### config.mk
export PLATFORM = sky130hd
export DESIGN_NAME = framebuffer_stream_reader
export DESIGN_NICKNAME = d
export VERILOG_FILES = /design/src/rtl/fb_reader_pkg.sv /design/src/rtl/skid_fifo2.sv /design/src/rtl/framebuffer_stream_reader.sv
export SDC_FILE = /design/constraint.sdc
export NUM_CORES = 1
export LEC_CHECK = 0
export CORE_AREA = 3 3 69 71
export CTS_CLUSTER_SIZE = 20
export DETAILED_ROUTE_END_ITERATION = 6
export DIE_AREA = 0 0 72 74
export GPL_ROUTABILITY_DRIVEN = 0
export PLACE_DENSITY = 0.87
export SYNTH_ARGS = -nofsm -noshare
export SYNTH_HDL_FRONTEND = slang
export SYNTH_SLANG_ARGS = --single-unit
### constraint.sdc
create_clock -name clk -period 3.3 [get_ports clk]
set_input_delay 0.825 -clock clk [delete_from_list [all_inputs] [get_ports clk]]
set_output_delay 0.825 -clock clk [all_outputs]
set_load 0.05 [all_outputs]
### src/rtl/fb_reader_pkg.sv
// Shared types and constants for the framebuffer stream reader.
package fb_reader_pkg;

  typedef enum logic [1:0] {
    IDLE  = 2'd0,
    FETCH = 2'd1,
    DRAIN = 2'd2
  } state_e;

  localparam int unsigned FIFO_DEPTH = 2;
  localparam int unsigned FIFO_CNT_W = 2;

endpackage

### src/rtl/skid_fifo2.sv
// Two-entry FIFO with the head entry held in a register that drives the output directly.
module skid_fifo2
  import fb_reader_pkg::*;
#(
  parameter int unsigned WIDTH = 17
) (
  input  logic                  clk,
  input  logic                  reset,
  input  logic                  push_i,
  input  logic [WIDTH-1:0]      din_i,
  input  logic                  pop_i,
  output logic [WIDTH-1:0]      dout_o,
  output logic                  full_o,
  output logic                  empty_o,
  output logic [FIFO_CNT_W-1:0] count_o
);

  logic [WIDTH-1:0]      head_q, head_d;
  logic [WIDTH-1:0]      tail_q, tail_d;
  logic [FIFO_CNT_W-1:0] count_q, count_d;

  // Next entry contents; pop is only ever requested with a non-empty FIFO.
  always_comb begin
    head_d  = head_q;
    tail_d  = tail_q;
    count_d = count_q;
    unique case ({push_i, pop_i})
      2'b10: begin
        if (count_q == '0) head_d = din_i;
        else               tail_d = din_i;
        count_d = count_q + FIFO_CNT_W'(1);
      end
      2'b01: begin
        head_d  = tail_q;
        count_d = count_q - FIFO_CNT_W'(1);
      end
      2'b11: begin
        if (count_q == FIFO_CNT_W'(1)) begin
          head_d = din_i;
        end else begin
          head_d = tail_q;
          tail_d = din_i;
        end
      end
      default: ;
    endcase
  end

  // Entry and occupancy registers.
  always_ff @(posedge clk) begin
    if (reset) begin
      head_q  <= '0;
      tail_q  <= '0;
      count_q <= '0;
    end else begin
      head_q  <= head_d;
      tail_q  <= tail_d;
      count_q <= count_d;
    end
  end

  assign dout_o  = head_q;
  assign count_o = count_q;
  assign empty_o = (count_q == '0);
  assign full_o  = (count_q == FIFO_CNT_W'(FIFO_DEPTH));

endmodule

### src/rtl/framebuffer_stream_reader.sv
// Walks the framebuffer BRAM once per start and streams the words out with valid/ready.
module framebuffer_stream_reader
  import fb_reader_pkg::*;
#(
  parameter int unsigned ADDR_W = 10,
  parameter int unsigned DATA_W = 16,
  parameter int unsigned DEPTH  = 1024
) (
  input  logic              clk,
  input  logic              reset,
  input  logic              start,
  output logic              busy,
  output logic              frame_done,
  output logic              ram_en,
  output logic [ADDR_W-1:0] ram_addr,
  input  logic [DATA_W-1:0] ram_dout,
  output logic              m_valid,
  input  logic              m_ready,
  output logic [DATA_W-1:0] m_data,
  output logic              m_last
);

  localparam logic [ADDR_W-1:0] LAST_ADDR = ADDR_W'(DEPTH - 1);

  state_e                state_q, state_d;
  logic [ADDR_W-1:0]     addr_q, addr_d;
  logic                  inflight_q, inflight_last_q;
  logic                  issue, credit_ok, pop, issue_last;
  logic [DATA_W:0]       fifo_dout;
  logic                  fifo_full, fifo_empty;
  logic [FIFO_CNT_W-1:0] fifo_count;

  assign pop        = m_valid && m_ready;
  assign issue_last = issue && (addr_q == LAST_ADDR);

  // Credit: occupancy + in-flight read - this cycle's pop must stay below the FIFO depth.
  // Counting the pop keeps one read per cycle under continuous m_ready, at the cost of a
  // combinational path from m_ready to ram_en.
  always_comb begin
    credit_ok = 1'b0;
    if (inflight_q) credit_ok = fifo_empty || ((fifo_count == FIFO_CNT_W'(1)) && pop);
    else            credit_ok = !fifo_full || pop;
  end

  // FSM state register.
  always_ff @(posedge clk) begin
    if (reset) state_q <= IDLE;
    else       state_q <= state_d;
  end

  // FSM next state: fetch until the last address is issued, drain until the last word leaves.
  always_comb begin
    state_d = state_q;
    unique case (state_q)
      IDLE:    if (start)          state_d = FETCH;
      FETCH:   if (issue_last)     state_d = DRAIN;
      DRAIN:   if (pop && m_last)  state_d = IDLE;
      default:                     state_d = IDLE;
    endcase
  end

  // FSM outputs: busy outside IDLE, reads only in FETCH with credit.
  always_comb begin
    busy  = 1'b0;
    issue = 1'b0;
    if (state_q != IDLE)                 busy  = 1'b1;
    if (state_q == FETCH && credit_ok)   issue = 1'b1;
  end

  // Address advances per issued read and returns to 0 after the last one.
  always_comb begin
    addr_d = addr_q;
    if (issue) addr_d = issue_last ? '0 : addr_q + ADDR_W'(1);
  end

  // Address counter and in-flight tracking for the 1-cycle BRAM latency.
  always_ff @(posedge clk) begin
    if (reset) begin
      addr_q          <= '0;
      inflight_q      <= 1'b0;
      inflight_last_q <= 1'b0;
    end else begin
      addr_q          <= addr_d;
      inflight_q      <= issue;
      inflight_last_q <= issue_last;
    end
  end

  skid_fifo2 #(
    .WIDTH (DATA_W + 1)
  ) u_fifo (
    .clk     (clk),
    .reset   (reset),
    .push_i  (inflight_q),
    .din_i   ({inflight_last_q, ram_dout}),
    .pop_i   (pop),
    .dout_o  (fifo_dout),
    .full_o  (fifo_full),
    .empty_o (fifo_empty),
    .count_o (fifo_count)
  );

  assign ram_en     = issue;
  assign ram_addr   = addr_q;
  assign m_valid    = !fifo_empty;
  assign m_data     = fifo_dout[DATA_W-1:0];
  assign m_last     = fifo_dout[DATA_W];
  assign frame_done = pop && m_last;

endmodule

==> results of run 1 <==
per-layer routing:
metal / vias to the layer above / track usage
met5: - / 0
met4: 0 / 0.0689
met3: 4 / 0.0297
met2: 41 / 0.330
met1: 887 / 0.241
li1: 931 / -
sequential cells by signal, summed over array words and instances, names as in the netlist:
| name | count |
|---|---|
| inflight_q | 1 |
| state_q | 2 |
| ram_addr | 10 |
| u_fifo.dout_o | 17 |
| u_fifo.count_o | 2 |
| inflight_last_q | 1 |
| u_fifo.tail_q | 17 |
cell usage in the layout (no fill, tap or decap), types with 3 or more instances in the layout:
master,instances
and2_1,4
a22oi_1,18
o31ai_1,6
a211oi_1,18
mux2i_1,18
nand2_1,6
nand3_1,4
or4_1,6
nor2_1,41
clkdlybuf4s50_1,48
ha_1,7
dfxtp_1,50
buf_4,6
clkbuf_8,6
nand2b_1,3
a21oi_1,8
inv_1,9
layout make-up:
type / count / share of cell area
multi-input cells: 159 / 0.378
clock inverters: 2 / 0.0136
flip-flops and latches: 50 / 0.352
inverters: 10 / 0.0132
well taps: 52 / 0.0229
clock buffers: 6 / 0.0290
repair buffers: 55 / 0.192
cells by family (layout without fill, tap and decap cells):
logic type / after synthesis / after routing / share of synthesized area
AOI/OAI and AO/OA: 58 / 58 / 0.196
adders and majority gates: 7 / 7 / 0.0402
buffers and inverters: 24 / 73 / 0.0465
muxes: 19 / 19 / 0.0879
and+or+nand+nor: 72 / 72 / 0.157
DFF: 50 / 50 / 0.460
xor gates and xnor gates: 3 / 3 / 0.0121
worst max-delay path, cell delays in order:
cell and delay, ns:
clkdlybuf4s50_1 0.46, nor2b_2 0.24, o221ai_2 0.16, inv_2 0.14, buf_4 0.22
how the worst max path moves through the flow:
stage	start	endpoint	cells after the start
after floorplan	m_ready	ram_en	3
after global placement	m_ready	ram_en	5
after detailed placement	m_ready	u_fifo.tail_q[13]	9
after CTS	m_ready	ram_en	5
after global routing	m_ready	ram_en	5
final	m_ready	ram_en	5
per-stage QoR:
stage / total power [mW] / cell area, um^2 / std cells
after floorplan: 1.68 / 2180 / 233
after global placement: 1.99 / 2720 / 326
after detailed placement: 2.02 / 2720 / 326
after CTS: 2.48 / 2850 / 334
after global routing: 2.60 / 2850 / 334
final: 2.46 / 2850 / 334
where the power goes:
| part | internal [mW] | leakage [nW] | total, mW | switching (mW) |
|---|---|---|---|---|
| logic | 0.423 | 0.552 | 1.20 | 0.780 |
| registers | 0.734 | 0.408 | 0.808 | 0.0746 |
| clock network | 0.249 | 0.0618 | 0.449 | 0.200 |
==> summary.txt, run 1 <==
Run status
  • Status: finished clean

Global route
  • Largest net degree at the start of global routing: 35
  • Initial antenna violation count: 0
  • GRT Total Usage: 0.190
  • First-pass GRT wire length: 8.14 mm
  • Vias in the first global route: 1793
  • Grt ovf: 0

Floorplanning
  • IO Count: 51
  • Starting Density: 0.507
  • Die ar.: around 5300 um^2
  • Core Area: 4290 um^2
  • Row cnt: 24
  • Chip width: 72 um
  • Die height: between 70 and 80 um

Timing
  • Worst slew pin tran: around 0.67 ns
  • WHS: 0.468 ns
  • Final Cycle Share: 0.871
  • Final Hold Viols: 0
  • Max Clock Skew: 0.0157 ns
  • Min cycle time layout: between 2 and 3 ns
  • Final setup violation count: 0
  • Fin worst setup slack: 0.425 ns
  • Final Max Slew Viols: 0
  • Setup TNS: 0 ns
  • Peak Freq: 348 MHz
  • Worst slew margin: 0.549
  • RSZ-0062 raised after global routing: no

Detailed routing
  • Metal2 WL: 2.42 mm
  • Max Used Layer: met4
  • Routed via count: 1863
  • Antenna viol nets, final: 0
  • First DRT Iteration DRCs: ~130
  • DRC Markers: 0
  • Metal-1 WL: 2.19 mm
  • Drt wl/cell: 14.4 um
  • Vias per inst: 5.58
  • Met3 Wirelength: 146 um
  • Drt pass-1 iters: 4
  • Aggregate routed wire length: 4.81 mm

Yosys
  • Top-count cell post-synth: dfxtp_1
  • Yosys warns: 0
  • Yosys top cell area share: 0.460
  • Area contributors post-synth: dfxtp_1, mux2i_1, nor2_1, a211oi_1, a22oi_1
  • Fraction of registers with async set/reset: 0
  • Number of synthesized flops with an enable pin: 0
  • Syn Inst Count: 233
  • Post-Syn Area: 2180 um^2
  • Post-synth cell types: 35
  • Post-synthesis sequential area ratio: 0.460
  • Post-synth top cells: dfxtp_1, nor2_1, a211oi_1, a22oi_1, mux2i_1
  • Post-synth top flop: dfxtp_1
  • Yosys top cell by area: dfxtp_1
  • Synth Register Bits: 50
  • Mapped Nets: 260
  • Syn_area_per_cell: 9.34 um^2

Finish
  • Final nets: 308
  • # diodes: 0
  • Register area: 1000 um^2
  • Layout cells sized above 1: 0.0816
  • Multi-input gate area: 1070 um^2
  • Core Util, Final: 0.663
  • Fillers: 351
  • Area delta synth->final: 30.7%

Pwr
  • Power density over cell area: a little under 900 nW/um^2
  • Leakage: a little over 1 nW
  • Worst vdd ir: 0.381 mV

Critical path
  • Critical Path Source Type: input port
  • R2R Setup Slk: 0.99 ns
  • R2R cell count: 10
  • Worst Path Arrival: 2.05 ns
  • Worst Setup End Kind: output port
  • Maximum fanout along the worst path: 5
  • Kind of critical path: input port to output port
  • Worst Path Required: 2.47 ns
  • R2R Path Start: u_fifo.count_o[0]
  • Reg2reg end: u_fifo.tail_q[7]

Placement
  • Port bufs: 50
  • Pre-CTS WS: approximately 0.42 ns
  • Post-DP HPWL: 3.33 mm

Flow run
  • Max_cap viols: 0

Clock tree
  • Clk slew on worst S/H paths: 0.09 ns
  • Post-CTS Setup Bufs: 0
  • Skew-Pair Late Insertion Delay: 0.30 ns
  • Clock tree from TritonCTS: built
  • Post_cts resized: 0
  • Sink Count: 50
  • Max clock buf depth: 2
  • Htree depth: 2
  • Hold buffer count at cts: 0
  • TritonCTS buffer count: 5
  • Root buf cell: clkbuf_8

Hold path
  • Hold Crit Endpoint: state_q[0]
  • Min-delay src: state_q[1]
  • Hold Path Stages: 1
  • Hold Path Class: register to register
No activity file was read; power rests on OpenSTA's default activity.
==> run 2: changes to the inputs <==
--- a/config.mk
+++ b/config.mk
@@ -6,11 +6,11 @@
 export NUM_CORES = 1
 export LEC_CHECK = 0
 export CORE_AREA = 3 3 69 71
-export CTS_CLUSTER_SIZE = 20
+export CTS_CLUSTER_SIZE = 16
 export DETAILED_ROUTE_END_ITERATION = 6
 export DIE_AREA = 0 0 72 74
 export GPL_ROUTABILITY_DRIVEN = 0
-export PLACE_DENSITY = 0.87
+export PLACE_DENSITY = 0.81
 export SYNTH_ARGS = -nofsm -noshare
 export SYNTH_HDL_FRONTEND = slang
 export SYNTH_SLANG_ARGS = --single-unit
==> summary.txt, run 2 (synthesis results as in run 1) <==
Clock tree
  • Sink Count: 50
  • TritonCTS buffer count: 5
  • Post-CTS Setup Bufs: 0
  • Max clock buf depth: 2
  • Skew-Pair Late Insertion Delay: 0.30 ns
  • Hold buffer count at cts: 0
  • Clk slew on worst S/H paths: 0.09 ns
  • Clock tree from TritonCTS: built
  • Post_cts resized: 0
  • Htree depth: 2
  • Root buf cell: clkbuf_8

Finish
  • Most common cell after layout, fill and taps aside: dfxtp_1
  • Post-route insts no fill: 335
  • Core Util, Final: 0.662
  • Highest-count cells in the layout ignoring fill and taps: dfxtp_1, clkdlybuf4s50_1, nor2_1
  • Area delta synth->final: 30.6%
  • Fillers: 347
  • Final nets: a little over 300
  • # diodes: 0
  • Design Area, Final: 2840 um^2
  • Layout cells sized above 1: 0.0848

Floorplanning
  • Core Area: roughly 4300 um^2
  • Row cnt: 24
  • IO Count: slightly above 50
  • Die height: 74 um
  • Die ar.: 5330 um^2
  • Chip width: a little over 70 um
  • Starting Density: 0.507

Global route
  • Vias in the first global route: 1675
  • Initial antenna violation count: 0
  • Largest net degree at the start of global routing: 39
  • First-pass GRT wire length: around 7.5 mm
  • Grt ovf: 0
  • GRT Total Usage: 0.176

Pwr
  • Leakage: 1.02 nW
  • Sw power: 1.05 mW
  • Switching Share: 0.430
  • Power density over cell area: around 860 nW/um^2
  • Worst vdd ir: between 0.4 and 0.5 mV
  • Total power: 2.45 mW
  • Comb pwr share: 0.493
  • Total internal power: roughly 1.4 mW
  • Clk pwr share: 0.176
  • Seq pwr share: 0.331

Critical path
  • Worst Path Arrival: 2.04 ns
  • Worst Setup End Kind: output port
  • Cell Chain, Critical Path: clkdlybuf4s50_1 -> nor2b_2 -> o221ai_2 -> inv_2 -> buf_4
  • Worst path slowest cell: clkdlybuf4s50_1
  • Worst Path Required: around 2.5 ns
  • Critical Path Source Type: input port
  • Kind of critical path: input port to output port
  • Maximum fanout along the worst path: 5
  • Delay of the slowest critical-path stage: roughly 0.47 ns

Detailed routing
  • First DRT Iteration DRCs: 90
  • Antenna viol nets, final: 0
  • Drt wl/cell: about 13 um
  • Routed via count: between 1500 and 2000
  • DRC Markers: 0
  • Drt pass-1 iters: 4
  • Vias per inst: 5.51
  • Aggregate routed wire length: 4.45 mm

Timing
  • Min cycle time layout: 2.86 ns
  • Worst slew pin tran: ~0.86 ns
  • Peak Freq: 349 MHz
  • RSZ-0062 raised after global routing: no
  • WHS: approximately 0.48 ns
  • Worst slew margin: 0.429
  • Setup TNS: 0 ns
  • Max Clock Skew: between 0.008 and 0.009 ns
  • Final Max Slew Viols: 0
  • Final Hold Viols: 0
  • Final Cycle Share: 0.867
  • Fin worst setup slack: 0.437 ns
  • Final setup violation count: 0

Placement
  • Dpl cells: 327
  • Post-DP HPWL: 3.17 mm
  • Placement Cell Area: 2730 um^2
  • Pre-CTS WS: 0.414 ns
  • Port bufs: 50

Flow run
  • Max_cap viols: 0

Hold path
  • Hold Path Class: register to register

Run status
  • Status: finished clean
## run 2: area by class of cell
cell class	count	area, um^2	area share
flip-flops and latches	50	1000	0.352
multi-input cells	159	1070	0.378
well taps	52	65.1	0.0229
repair buffers	56	553	0.194
clock inverters	3	43.8	0.0154
clock buffers	5	68.8	0.0242
inverters	10	37.5	0.0132
## run 2: critical path: cells and delay by family
family	cells	cell delay (ns)
compound gates	1	0.16
simple gates	1	0.25
buf+inv	3	0.80
## run 2: routing by layer
metal	vias to the layer above	wire length, um	share of wire	GRT usage
met1	867	1980	0.45	0.223
met2	41	2220	0.50	0.295
met4	0	60	0.013	0.0585
met5	-	0	0	0
met3	5	187	0.042	0.0459
li1	934	-	-	-
## run 2: power by group through the flow
stage                     Clock [mW]  Sequential [mW]  Combinational, mW
final                          0.430            0.811               1.21
after CTS                      0.441            0.811               1.21
after global routing           0.462            0.827               1.31
after floorplan                    0             1.12              0.556
after global placement             0            0.817               1.19
after detailed placement           0            0.824               1.21
## run 2: worst paths after layout
path / from / endpoint / depth (start not counted) / slack (ns)
setup / recovery: m_ready / ram_en / 5 / 0.44
hold / removal: state_q[1] / state_q[0] / 1 / 0.48
setup reg to reg: u_fifo.count_o[0] / u_fifo.tail_q[8] / 10 / 1.03
hold reg to reg: state_q[1] / state_q[0] / 1 / 0.48
